**src/rtl/wb_stage_lsq.sv**
```systemverilog
// wb_stage_lsq: merges ALU results and tracked out-of-order-latency load responses onto one register write port
module wb_stage_lsq #(
    parameter int XLEN = 32,
    parameter int DEPTH = 4,
    parameter int RA_W = 5,
    localparam int OFS_W = $clog2(XLEN / 8),
    localparam int PW = $clog2(DEPTH),
    localparam int CW = PW + 1
) (
    input  logic             clk,
    input  logic             rst,
    input  logic             ex_valid,
    output logic             ex_ready,
    input  logic [RA_W-1:0]  ex_rd,
    input  logic             ex_reg_w_en,
    input  logic             ex_is_load,
    input  logic [2:0]       ex_f3,
    input  logic [OFS_W-1:0] ex_ofs,
    input  logic [XLEN-1:0]  ex_alu_out,
    input  logic             mem_rsp_valid,
    input  logic [XLEN-1:0]  mem_rsp_data,
    output logic             wb_en,
    output logic [RA_W-1:0]  wb_reg,
    output logic [XLEN-1:0]  wb_val,
    output logic [CW-1:0]    pend_cnt,
    output logic             rsp_err
);
    logic [RA_W-1:0]  rd_q [DEPTH];
    logic [RA_W-1:0]  rd_d [DEPTH];
    logic [2:0]       f3_q [DEPTH];
    logic [2:0]       f3_d [DEPTH];
    logic [OFS_W-1:0] ofs_q [DEPTH];
    logic [OFS_W-1:0] ofs_d [DEPTH];
    logic [DEPTH-1:0] vld_q, vld_d;
    logic [PW-1:0]    head_q, head_d, tail_q, tail_d;
    logic [CW-1:0]    cnt_q, cnt_d;
    logic             wb_en_q, wb_en_d, rsp_err_q, rsp_err_d;
    logic [RA_W-1:0]  wb_reg_q, wb_reg_d;
    logic [XLEN-1:0]  wb_val_q, wb_val_d, ld_val;
    logic             waw, alu_w, push, pop, alu_acc, full, empty;
    logic [RA_W-1:0]  hd_rd;
    logic [2:0]       hd_f3;
    logic [OFS_W-1:0] hd_ofs;
    logic [7:0]       b8;
    logic [15:0]      h16;
    logic [31:0]      w32;

    assign full  = cnt_q == CW'(DEPTH);
    assign empty = cnt_q == '0;
    assign alu_w = ex_reg_w_en & ~ex_is_load;
    assign hd_rd  = rd_q[head_q];
    assign hd_f3  = f3_q[head_q];
    assign hd_ofs = ofs_q[head_q];

    always_comb begin
        waw = 1'b0;
        for (int i = 0; i < DEPTH; i++) waw = waw | (vld_q[i] & (rd_q[i] == ex_rd));
    end

    // response owns the port; WAW stall keeps a younger ALU write from being overwritten by an older load
    assign ex_ready = ~((ex_is_load & full) | (alu_w & mem_rsp_valid) | (alu_w & (ex_rd != '0) & waw));
    assign push    = ex_valid & ex_ready & ex_is_load;
    assign alu_acc = ex_valid & ex_ready & alu_w;
    assign pop     = mem_rsp_valid & ~empty;

    assign b8  = 8'(mem_rsp_data >> {hd_ofs, 3'b000});
    assign h16 = 16'(mem_rsp_data >> {hd_ofs[OFS_W-1:1], 4'b0000});
    assign w32 = XLEN == 64 ? 32'(mem_rsp_data >> {hd_ofs[OFS_W-1], 5'b00000}) : 32'(mem_rsp_data);

    always_comb begin
        ld_val = hd_f3 == 3'b000 ? XLEN'($signed(b8)) :
                 hd_f3 == 3'b001 ? XLEN'($signed(h16)) :
                 hd_f3 == 3'b010 ? XLEN'($signed(w32)) :
                 hd_f3 == 3'b011 ? (XLEN == 64 ? mem_rsp_data : '0) :
                 hd_f3 == 3'b100 ? XLEN'(b8) :
                 hd_f3 == 3'b101 ? XLEN'(h16) :
                 hd_f3 == 3'b110 ? (XLEN == 64 ? XLEN'(w32) : '0) : '0;
    end

    always_comb begin
        rd_d   = rd_q;
        f3_d   = f3_q;
        ofs_d  = ofs_q;
        vld_d  = vld_q;
        head_d = pop ? head_q + PW'(1) : head_q;
        tail_d = push ? tail_q + PW'(1) : tail_q;
        cnt_d  = cnt_q + CW'(push) - CW'(pop);
        if (pop) vld_d[head_q] = 1'b0;
        if (push) begin
            vld_d[tail_q] = 1'b1;
            rd_d[tail_q]  = ex_rd;
            f3_d[tail_q]  = ex_f3;
            ofs_d[tail_q] = ex_ofs;
        end
        wb_en_d   = pop ? hd_rd != '0 : alu_acc & (ex_rd != '0);
        wb_reg_d  = pop ? hd_rd : alu_acc ? ex_rd : '0;
        wb_val_d  = pop ? ld_val : alu_acc ? ex_alu_out : '0;
        rsp_err_d = rsp_err_q | (mem_rsp_valid & empty);
    end

    always_ff @(posedge clk) begin
        if (rst) begin
            vld_q     <= '0;
            head_q    <= '0;
            tail_q    <= '0;
            cnt_q     <= '0;
            wb_en_q   <= 1'b0;
            wb_reg_q  <= '0;
            wb_val_q  <= '0;
            rsp_err_q <= 1'b0;
        end else begin
            vld_q     <= vld_d;
            head_q    <= head_d;
            tail_q    <= tail_d;
            cnt_q     <= cnt_d;
            wb_en_q   <= wb_en_d;
            wb_reg_q  <= wb_reg_d;
            wb_val_q  <= wb_val_d;
            rsp_err_q <= rsp_err_d;
        end
    end

    always_ff @(posedge clk) begin
        rd_q  <= rd_d;
        f3_q  <= f3_d;
        ofs_q <= ofs_d;
    end

    assign wb_en    = wb_en_q;
    assign wb_reg   = wb_reg_q;
    assign wb_val   = wb_val_q;
    assign pend_cnt = cnt_q;
    assign rsp_err  = rsp_err_q;
endmodule

```
**config.mk**
```make
export PLATFORM = sky130hd
export DESIGN_NAME = wb_stage_lsq
export DESIGN_NICKNAME = d
export VERILOG_FILES = /design/src/rtl/wb_stage_lsq.sv
export SDC_FILE = /design/constraint.sdc
export NUM_CORES = 1
export LEC_CHECK = 0
export ABC_CLOCK_PERIOD_IN_PS = 3030
export CORE_UTILIZATION = 35
export DETAILED_ROUTE_END_ITERATION = 10
export PLACE_DENSITY = 0.66
export RECOVER_POWER = 50
export SYNTH_ARGS = -nofsm -noshare
export SYNTH_HDL_FRONTEND = slang
export SYNTH_SLANG_ARGS = --single-unit
```
**constraint.sdc**
```tcl
create_clock -name clk -period 3.03 [get_ports clk]
set_clock_uncertainty 0.2 [all_clocks]
set_input_delay 0.303 -clock clk [delete_from_list [all_inputs] [get_ports clk]]
set_output_delay 0.303 -clock clk [all_outputs]
set_load 0.02 [all_outputs]
```
# Yosys cells after proc, flatten, opt, wreduce, memory -nomap -nowiden
# Cells that the tools add are included.
[classes]
add_sub_neg = 4
order_cmp = 7
eq_ne = 10
shifts = 2
n_mux = 35
n_bitwise = 29
n_reduce_logical = 7
[op_table]
columns = ["operator", "count"]
rows = [
  ["$mux 32", 5],
  ["$mux 16", 3],
  ["$shr 32x5->16", 1],
  ["$shr 32x5->8", 1],
  ["$mux 5", 5],
  ["$bwmux 20", 1],
  ["$eq 5x5->1", 4],
  ["$and 1x1->1", 15],
  ["$bwmux 12", 1],
  ["$bmux 5 s2", 1],
  ["$demux 5 s2", 1],
  ["$reduce_bool 5->1", 2],
  ["$eq 3x3->1 const B", 3],
  ["$mux 3", 3],
  ["$bwmux 8", 1],
  ["$mux 4", 2],
  ["$bmux 3 s2", 1],
  ["$demux 3 s2", 1],
  ["$eq 3x2->1 const B", 2],
  ["$ge 3x3->1 const B", 2],
  ["$logic_not 3->1", 2],
  ["$lt 2x3->1 const B", 2],
  ["$mux 2", 3],
  ["$not 2->3", 2],
  ["16 further kinds", 30],
]
[word_totals]
register_bits = 90
inputBits = 80
out_inout_bits = 43

# Depth between registers and ports, before layout
# Gate-level depths: netlist of the first run.
[depth]
depth_word = 12
depth_mapped = 10
depth_no_buf = 10

# Least setup slack after synthesis of the first run
# OpenSTA, ideal clock, no wires.
[synth_timing]
path_type = "reg-to-reg"
from = "register cnt_q[1], in the netlist pend_cnt[1]"
to = "register cnt_q[2], in the netlist pend_cnt[2]"
setup_time_ps = 128
arrival_ps = 2346
slack_ps = 356
stages_incl_launch_ff = 10
n_path_buf = 0
synth_period_minus_slack_ps = 2674
cell_sequence = "dfxtp_1 > o31ai_1 > inv_1 > ha_1 > inv_1 > ha_1 > fa_1 > xnor2_1 > xnor2_1 > nor2_1"
[synth_between]
word_cells_on_any_way = 12
classes_between = "2 x add/sub; 1 x eq/ne; 8 x bitwise; 1 x reduce/logical"
[synth_rtl]
columns = ["item", "line_no", "rtl"]
rows = [
  ["from (decl)", "36", "logic [CW-1:0] cnt_q, cnt_d;"],
  ["from (signal assigned)", "115", "cnt_q <= cnt_d;"],
  ["$logic_not 3->1", "49", "assign empty = cnt_q == '0;"],
  ["$not 1->1", "64", "assign pop = mem_rsp_valid & ~empty;"],
  ["$and 1x1->1", "64", ""],
  ["via pop", "40", "logic waw, alu_w, push, pop, alu_acc, full, empty;"],
  ["$sub 3x1->3", "87", "cnt_d = cnt_q + CW'(push) - CW'(pop);"],
]
# The timed path passes the listed nets, and every way through them passes these cells.
# A chain may end at the register's enable or synchronous reset.

# Worst setup path after layout of the first run
[layout_timing]
from = "register head_q[0]"
to = "register wb_val_q[2], in the netlist wb_val[2]"
[layout_between]
elab_chain_len = 12
word_cells_on_any_way = 22
classes_between = "5 x eq/ne; 2 x shift; 13 x mux; 1 x bitwise; 1 x reduce/logical"
[layout_rtl]
columns = ["item", "line_no", "rtl"]
rows = [
  ["from (decl)", "35", "logic [PW-1:0] head_q, head_d, tail_q, tail_d;"],
  ["from (signal assigned)", "104", "head_q <= '0;"],
  ["from (signal assigned)", "113", "head_q <= head_d;"],
  ["$not 2->3 (not written as such) (*)", "52, 53", ""],
  ["$bmux 2 s2 / $bmux 3 s2 (equally long branches)", "53, 52", ""],
  ["$mux 2 (not written as such) / $mux 3 (equally long branches) (2 in a row)", "53, 52", ""],
  ["$shr 32x5->16 / $eq 3x3->1 (equally long branches)", "67, 76", ""],
  ["$mux 16", "76", "hd_f3 == 3'b101 ? XLEN'(h16) :"],
  ["$mux 16", "75", "hd_f3 == 3'b100 ? XLEN'(b8) :"],
  ["$mux 16", "74", "hd_f3 == 3'b011 ? (XLEN == 64 ? mem_rsp_data : '0) :"],
  ["$mux 32", "73", "hd_f3 == 3'b010 ? XLEN'($signed(w32)) :"],
  ["$mux 32", "72", "hd_f3 == 3'b001 ? XLEN'($signed(h16)) :"],
  ["$mux 32 (*)", "71", "ld_val = hd_f3 == 3'b000 ? XLEN'($signed(b8)) :"],
  ["$mux 32 (*)", "97", "wb_val_d = pop ? ld_val : alu_acc ? ex_alu_out : '0;"],
  ["to (signal assigned)", "118", "wb_val_q <= wb_val_d;"],
  ["to (decl)", "39", "logic [XLEN-1:0] wb_val_q, wb_val_d, ld_val;"],
]
# Every way passes the cells marked *; elsewhere a longest branch is shown, timed or not. The select of a mux whose other input is x is not followed.

==> summary.txt, run 1 <==
Run status
  • Status: finished with violations
  • Failing checks: design-rule violations

Setup path
  • CP startpoint kind: register
  • CP Max Fanout: 6
  • Data required, critical path: 3.11 ns
  • Crit-path max cell delay: 0.73 ns
  • Crit path buf inv count: 0
  • CP Capture Type: register
  • CP top delay family: compound AO/OA/AOI/OAI gates
  • CP arrival: 2.88 ns
  • CP max-delay cell: o31ai_1
  • Crit path kind: register to register
  • Crit-path cells: mux4_2 -> or3_1 -> o31ai_1 -> a2bb2oi_1 -> o21ai_0

Finish
  • Largest register FFs: 32
  • ANT cells: 0
  • Final Instance Area: 6010 sq um
  • Filler cells: 1040
  • Area Growth Syn to Fin: 42.9%
  • Fin cells: 650
  • Final net count: 593
  • Multi-input logic area: 1720 sq um
  • Layout cells sized above 1: 0.128
  • Register area: 2200 sq um

Floorplanning
  • Starting Density: 0.363
  • # IOs: 123
  • Row Count: 39
  • Die width: 112 um
  • DIE AREA: 12400 sq um
  • Core Area: 11600 sq um
  • Die span in y: 112 um

Synthesis
  • EDFF count, synth: 40
  • Distinct cell type count after synthesis: 45
  • Mapped Avg Cell Area: 11.4 sq um
  • Syn Std Cell Area: 4200 sq um
  • Post-synthesis sequential area ratio: 0.524
  • Post-synth top flop: dfxtp_1
  • Async set-reset flop share out of synthesis: 0
  • Warnings, synthesis: 0
  • Post-Syn Nets: 459
  • #FFs+latches synth: 90
  • Post-Synthesis Cells: 368

Clocking
  • Root buf cell: clkbuf_16
  • CTS tree: done
  • Clk buf depth: 2
  • Number of CTS-inserted buffers: 9
  • CTS clk-pin slew, worst paths: 0.06 ns
  • Postcts setup bufs: 0
  • Sink Count: 90
  • Htree depth: 3
  • Clock Latency Late Sink: 0.35 ns

Detailed routing
  • Overall routed net length: 11800 um
  • Vias: 3447
  • Post-DR vias/cell: 5.30
  • DRT Pass-1 Iters: 8
  • DR iter-0 viols: 285
  • DRC: 19
  • Antenna-violating nets left: 0
  • DR WL/cell: 18.1 um

STA
  • Worst Max-Slew Pin Slew: 0.823 ns
  • Setup ws final: 0.227 ns
  • TNS Setup: 0 ns
  • Fmax: 357 MHz
  • Final period util: 0.925
  • Final Hold Vio Count: 0
  • Tmin final: 2.80 ns
  • Worst rel slew slack: 0.447
  • RSZ-0062 raised after global routing: false
  • Max-slew violation count: 0
  • Count of final setup violators: 0

Global route
  • Initial antenna violation count: 0
  • Total Routing Usage GR: 0.198
  • Largest net degree at the start of global routing: 36
  • Vias in the first global route: 3547
  • Grt total ovfl: 0
  • First-pass GRT wire length: 18900 um

Power and ir drop
  • Worst VDD drop: 347 uV
  • LEAKAGE: 2.38 nW
  • Cell Pwr Density: 686 nW/um^2

Place
  • Placed Area: 5680 sq um
  • Placed insts: 634
  • Detailed Place HPWL: 8600 um
  • Placement Setup Slack: -0.135 ns
  • GP Congestion: 0.915
  • Port buffer count: 122

Hold path
  • Worst Hold Class: register to register

Job
  • Max cap viols: 0
worst paths after layout:
kind                            cells after the start              endpoint  slack [ns]              startpoint
worst max-delay path                                5  wb_val[2]$_SDFF_PP0_        0.23  head_q[0]$_SDFFE_PP0P_
worst min-delay path                                2    rsp_err$_SDFF_PP0_        0.28      rsp_err$_SDFF_PP0_
worst max register to register                      5  wb_val[2]$_SDFF_PP0_        0.23  head_q[0]$_SDFFE_PP0P_
worst min register to register                      2    rsp_err$_SDFF_PP0_        0.28      rsp_err$_SDFF_PP0_
worst register-to-register path, delay by kind of cell, from the launching register on:
family          cells  cell delay, ns
compound gates      3            1.01
flops               1            0.58
mux                 1            0.57
simple gates        1            0.38
stage by stage:
stage / power (mW) / hold WS (ns) / util
after detailed placement: 2.90 / 0.280 / 0.491
after global routing: 4.32 / 0.341 / 0.519
after CTS: 4.19 / 0.294 / 0.521
final: 4.12 / 0.279 / 0.519
after floorplan: 2.35 / 0.172 / -
after global placement: 2.86 / 0.257 / 0.491
power by group:
| group | internal [mW] | total (mW) | switching (mW) |
|---|---|---|---|
| clock | 0.804 | 1.28 | 0.476 |
| sequential | 1.39 | 1.47 | 0.0817 |
| combinational | 0.640 | 1.37 | 0.732 |
| total | 2.83 | 4.12 | 1.29 |
logic make-up after synthesis:
logic type               count (synthesis)  synth area share
AND/OR/NAND/NOR                         65            0.0768
flip-flops                              90             0.524
adder cells (fa/ha/maj)                 11            0.0345
buffers and inverters                   68            0.0688
AO/OA/AOI/OAI                           89             0.164
multiplexers                            21            0.0816
XOR/XNOR                                24            0.0500
per-layer routing:
metal | wire length [um] | up-vias | track usage
met5 | 0 | - | 0
met4 | 267 | 0 | 0.0937
met3 | 885 | 23 | 0.0463
met2 | 5640 | 146 | 0.330
met1 | 4970 | 1670 | 0.242
li1 | - | 1608 | -
synth_stat cells, types with 3 or more instances:
master	instances	share of area
xnor2_1	8	0.017
dfxtp_1	50	0.24
clkbuf_1	8	0.0071
a22oi_1	6	0.011
a221oi_1	9	0.019
o221ai_2	10	0.036
a21oi_1	24	0.029
buf_6	3	0.0080
o22ai_1	9	0.013
nor2b_1	5	0.0074
inv_1	45	0.040
o221ai_1	10	0.021
xor2_1	16	0.033
buf_1	3	0.0027
and2_1	5	0.0074
mux2i_1	5	0.012
mux4_2	10	0.054
nor2_1	15	0.013
buf_2	9	0.011
nand2_1	19	0.017
nor4_1	6	0.0089
o21ai_0	7	0.0083
nand3_1	5	0.0060
edfxtp_1	40	0.29
ha_1	10	0.030
mux2_2	6	0.016
area by class of cell:
cell class	instances	share of cell area
Sequential cell	90	0.367
Multi-Input combinational cell	210	0.286
Timing Repair Buffer	146	0.232
Clock buffer	9	0.0375
Tap cell	143	0.0298
Inverter	45	0.0281
Clock inverter	7	0.0192
timing repair:
| item | CTS | global route |
|---|---|---|
| resized for setup | 3 | 1 |
| hold endpoints to repair | 0 | 0 |
| setup endpoints to repair | 1 | 1 |
| hold buffers | 0 | 0 |
layout by cell type, fill, tap and decap left out, drive strengths merged, types with 10 or more instances in the layout:
master         Yosys  final
a21oi             24     24
buf               15     19
clkbuf             8     14
clkdlybuf4s50      0     71
dfxtp             50     50
dlygate4sd3        0     48
edfxtp            40     40
ha                10     10
inv               45     46
mux4              10     10
nand2             19     19
nor2              15     15
o221ai            20     20
o22ai             10     10
xor2              16     16
No activity file was read; power rests on OpenSTA's default activity.
==> run 2, diff against run 1 <==
--- a/config.mk
+++ b/config.mk
@@ -6,9 +6,9 @@
 export NUM_CORES = 1
 export LEC_CHECK = 0
 export ABC_CLOCK_PERIOD_IN_PS = 3030
-export CORE_UTILIZATION = 35
+export CORE_UTILIZATION = 48
 export DETAILED_ROUTE_END_ITERATION = 10
-export PLACE_DENSITY = 0.66
+export PLACE_DENSITY = 0.85
 export RECOVER_POWER = 50
 export SYNTH_ARGS = -nofsm -noshare
 export SYNTH_HDL_FRONTEND = slang
==> run 2 against run 1 <==
The flow now finishes without violations. Design area decreased by 3.6%. Flip-flop and latch count unchanged. Count of clock-buffer cells in the layout increased by 1.
==> summary.txt, run 2 (synthesis gave the netlist of run 1 again) <==
Run status
  • Status: finished clean

Job
  • Max cap viols: 0

Floorplanning
  • Row Count: 33
  • Die span in y: 95.6 um
  • DIE AREA: 9130 sq um
  • Starting Density: 0.504
  • Die width: 95.6 um
  • # IOs: 123
  • Core Area: 8340 sq um

Detailed routing
  • DRC: 0
  • Overall routed net length: 11300 um
  • DR WL/cell: 18.4 um
  • Antenna-violating nets left: 0
  • Post-DR vias/cell: 5.60
  • DRT Pass-1 Iters: 5
  • Vias: 3414
  • DR iter-0 viols: 158

Finish
  • Layout cells sized above 1: 0.131
  • Commonest non-fill, non-tap cell in the layout: clkdlybuf4s50_1
  • ANT cells: 0
  • Area Growth Syn to Fin: 37.8%
  • Most frequent cells in the layout: clkdlybuf4s50_1, dfxtp_1, dlygate4sd3_1
  • Filler cells: 616
  • Fin cells: 610
  • Final net count: 591
  • Largest register FFs: 32
  • Final Core Density: 0.694

STA
  • Fmax: 351 MHz
  • Final period util: 0.942
  • Final Hold Vio Count: 0
  • RSZ-0062 raised after global routing: false
  • Max-slew violation count: 0
  • Worst hold margin: 0.294 ns
  • Worst Max-Slew Pin Slew: 0.880 ns
  • Tmin final: 2.85 ns
  • Worst rel slew slack: 0.413
  • Count of final setup violators: 0
  • TNS Setup: 0 ns

Global route
  • Met1 Resource Use GR: 0.299
  • First-pass GRT wire length: 17000 um
  • Grt total ovfl: 0
  • Initial antenna violation count: 0
  • Total Routing Usage GR: 0.253
  • Largest net degree at the start of global routing: 33
  • Vias in the first global route: 3480
  • GRT met2 Usage: 0.435
  • Met3 Track Usage GR: 0.0606
  • Busiest grt layer: met2

Clocking
  • CTS tree: done
  • Htree depth: 3
  • Clk buf depth: 2
  • CTS clk-pin slew, worst paths: 0.08 ns
  • Postcts setup bufs: 0
  • Post-CTS sizing: 2
  • Sink Count: 90
  • Number of CTS-inserted buffers: 9
  • # hold bufs at CTS: 0
  • Root buf cell: clkbuf_8
  • Clock Latency Late Sink: 0.35 ns

Setup path
  • Crit path kind: input pin to primary output
  • CP startpoint kind: input pin
  • Data required, critical path: 2.53 ns
  • CP arrival: 2.35 ns
  • Crit path buf inv count: 3
  • CP Capture Type: primary output
  • CP Max Fanout: 7
  • Crit-path cells: dlygate4sd3_1 -> buf_4 -> xor2_1 -> nor4_1 -> nand3_1 -> and4_1 -> o21bai_1 -> a32oi_1 -> dlygate4sd2_1
  • Crit-path max cell delay: 0.63 ns
  • CP max-delay cell: dlygate4sd3_1
  • CP top delay family: buffers and inverters

Place
  • Port buffer count: 122
  • GP Congestion: 0.870
  • Detailed Place HPWL: 8190 um
  • Placed insts: 594

Power and ir drop
  • Cell Pwr Density: 618 nW/um^2
  • LEAKAGE: 2.30 nW
  • Tot Pwr: 3.58 mW
  • Worst VDD drop: 445 uV

Hold path
  • Worst Hold Class: register to register
==> run 2: cell count changes in the layout (fill, tap and decap cells not counted), moves of 2 or more <==
| cell | delta |
|---|---|
| clkbuf_8 | +9 |
| inv_6 | +2 |
| bufinv_16 | -3 |
| clkbuf_16 | -9 |
| clkdlybuf4s50_1 | +2 |
==> run 2: final cells by class <==
| cell class | instances | area [sq um] | area share |
|---|---|---|---|
| clock buffers | 10 | 128 | 0.0220 |
| clock inverters | 6 | 48.8 | 0.00843 |
| inverters | 45 | 169 | 0.0292 |
| multi-input cells | 210 | 1730 | 0.299 |
| flip-flops and latches | 90 | 2200 | 0.380 |
| well taps | 105 | 131 | 0.0227 |
| repair buffers | 144 | 1380 | 0.239 |
==> run 2: path summary, 6_finish.rpt <==
kind                                        startpoint               endpoint  slack (ns)  cells after the start
worst min register to register      rsp_err$_SDFF_PP0_     rsp_err$_SDFF_PP0_        0.29                      2
worst min-delay path                rsp_err$_SDFF_PP0_     rsp_err$_SDFF_PP0_        0.29                      2
worst max-delay path                          ex_rd[2]               ex_ready        0.18                      9
worst max register to register  head_q[0]$_SDFFE_PP0P_  wb_val[28]$_SDFF_PP0_        0.31                      4
==> run 2: metal layers <==
layer	vias to the layer above	part of all wire
met1	1615	0.39
met4	0	0.027
met3	28	0.090
li1	1607	-
met2	164	0.49
met5	-	0
==> run 2: through the flow <==
stage | worst slack [ns] | area, sq um
floorplan | 0.356 | 4200
global placement | -0.00592 | 5620
detailed placement | -0.0635 | 5620
CTS | 0.174 | 5790
global route | 0.0267 | 5790
finish | 0.177 | 5790
==> run 2: worst min-delay path, delay by kind of cell, from the launching register on <==
kind            cells  cell delay (ns)
flops               1             0.34
simple gates        1             0.07
compound gates      1             0.05
==> run 2: power by group <==
part | leakage, nW | internal [mW] | switching (mW)
registers | 0.769 | 1.39 | 0.0826
clock network | 0.0939 | 0.313 | 0.454
logic | 1.44 | 0.631 | 0.712
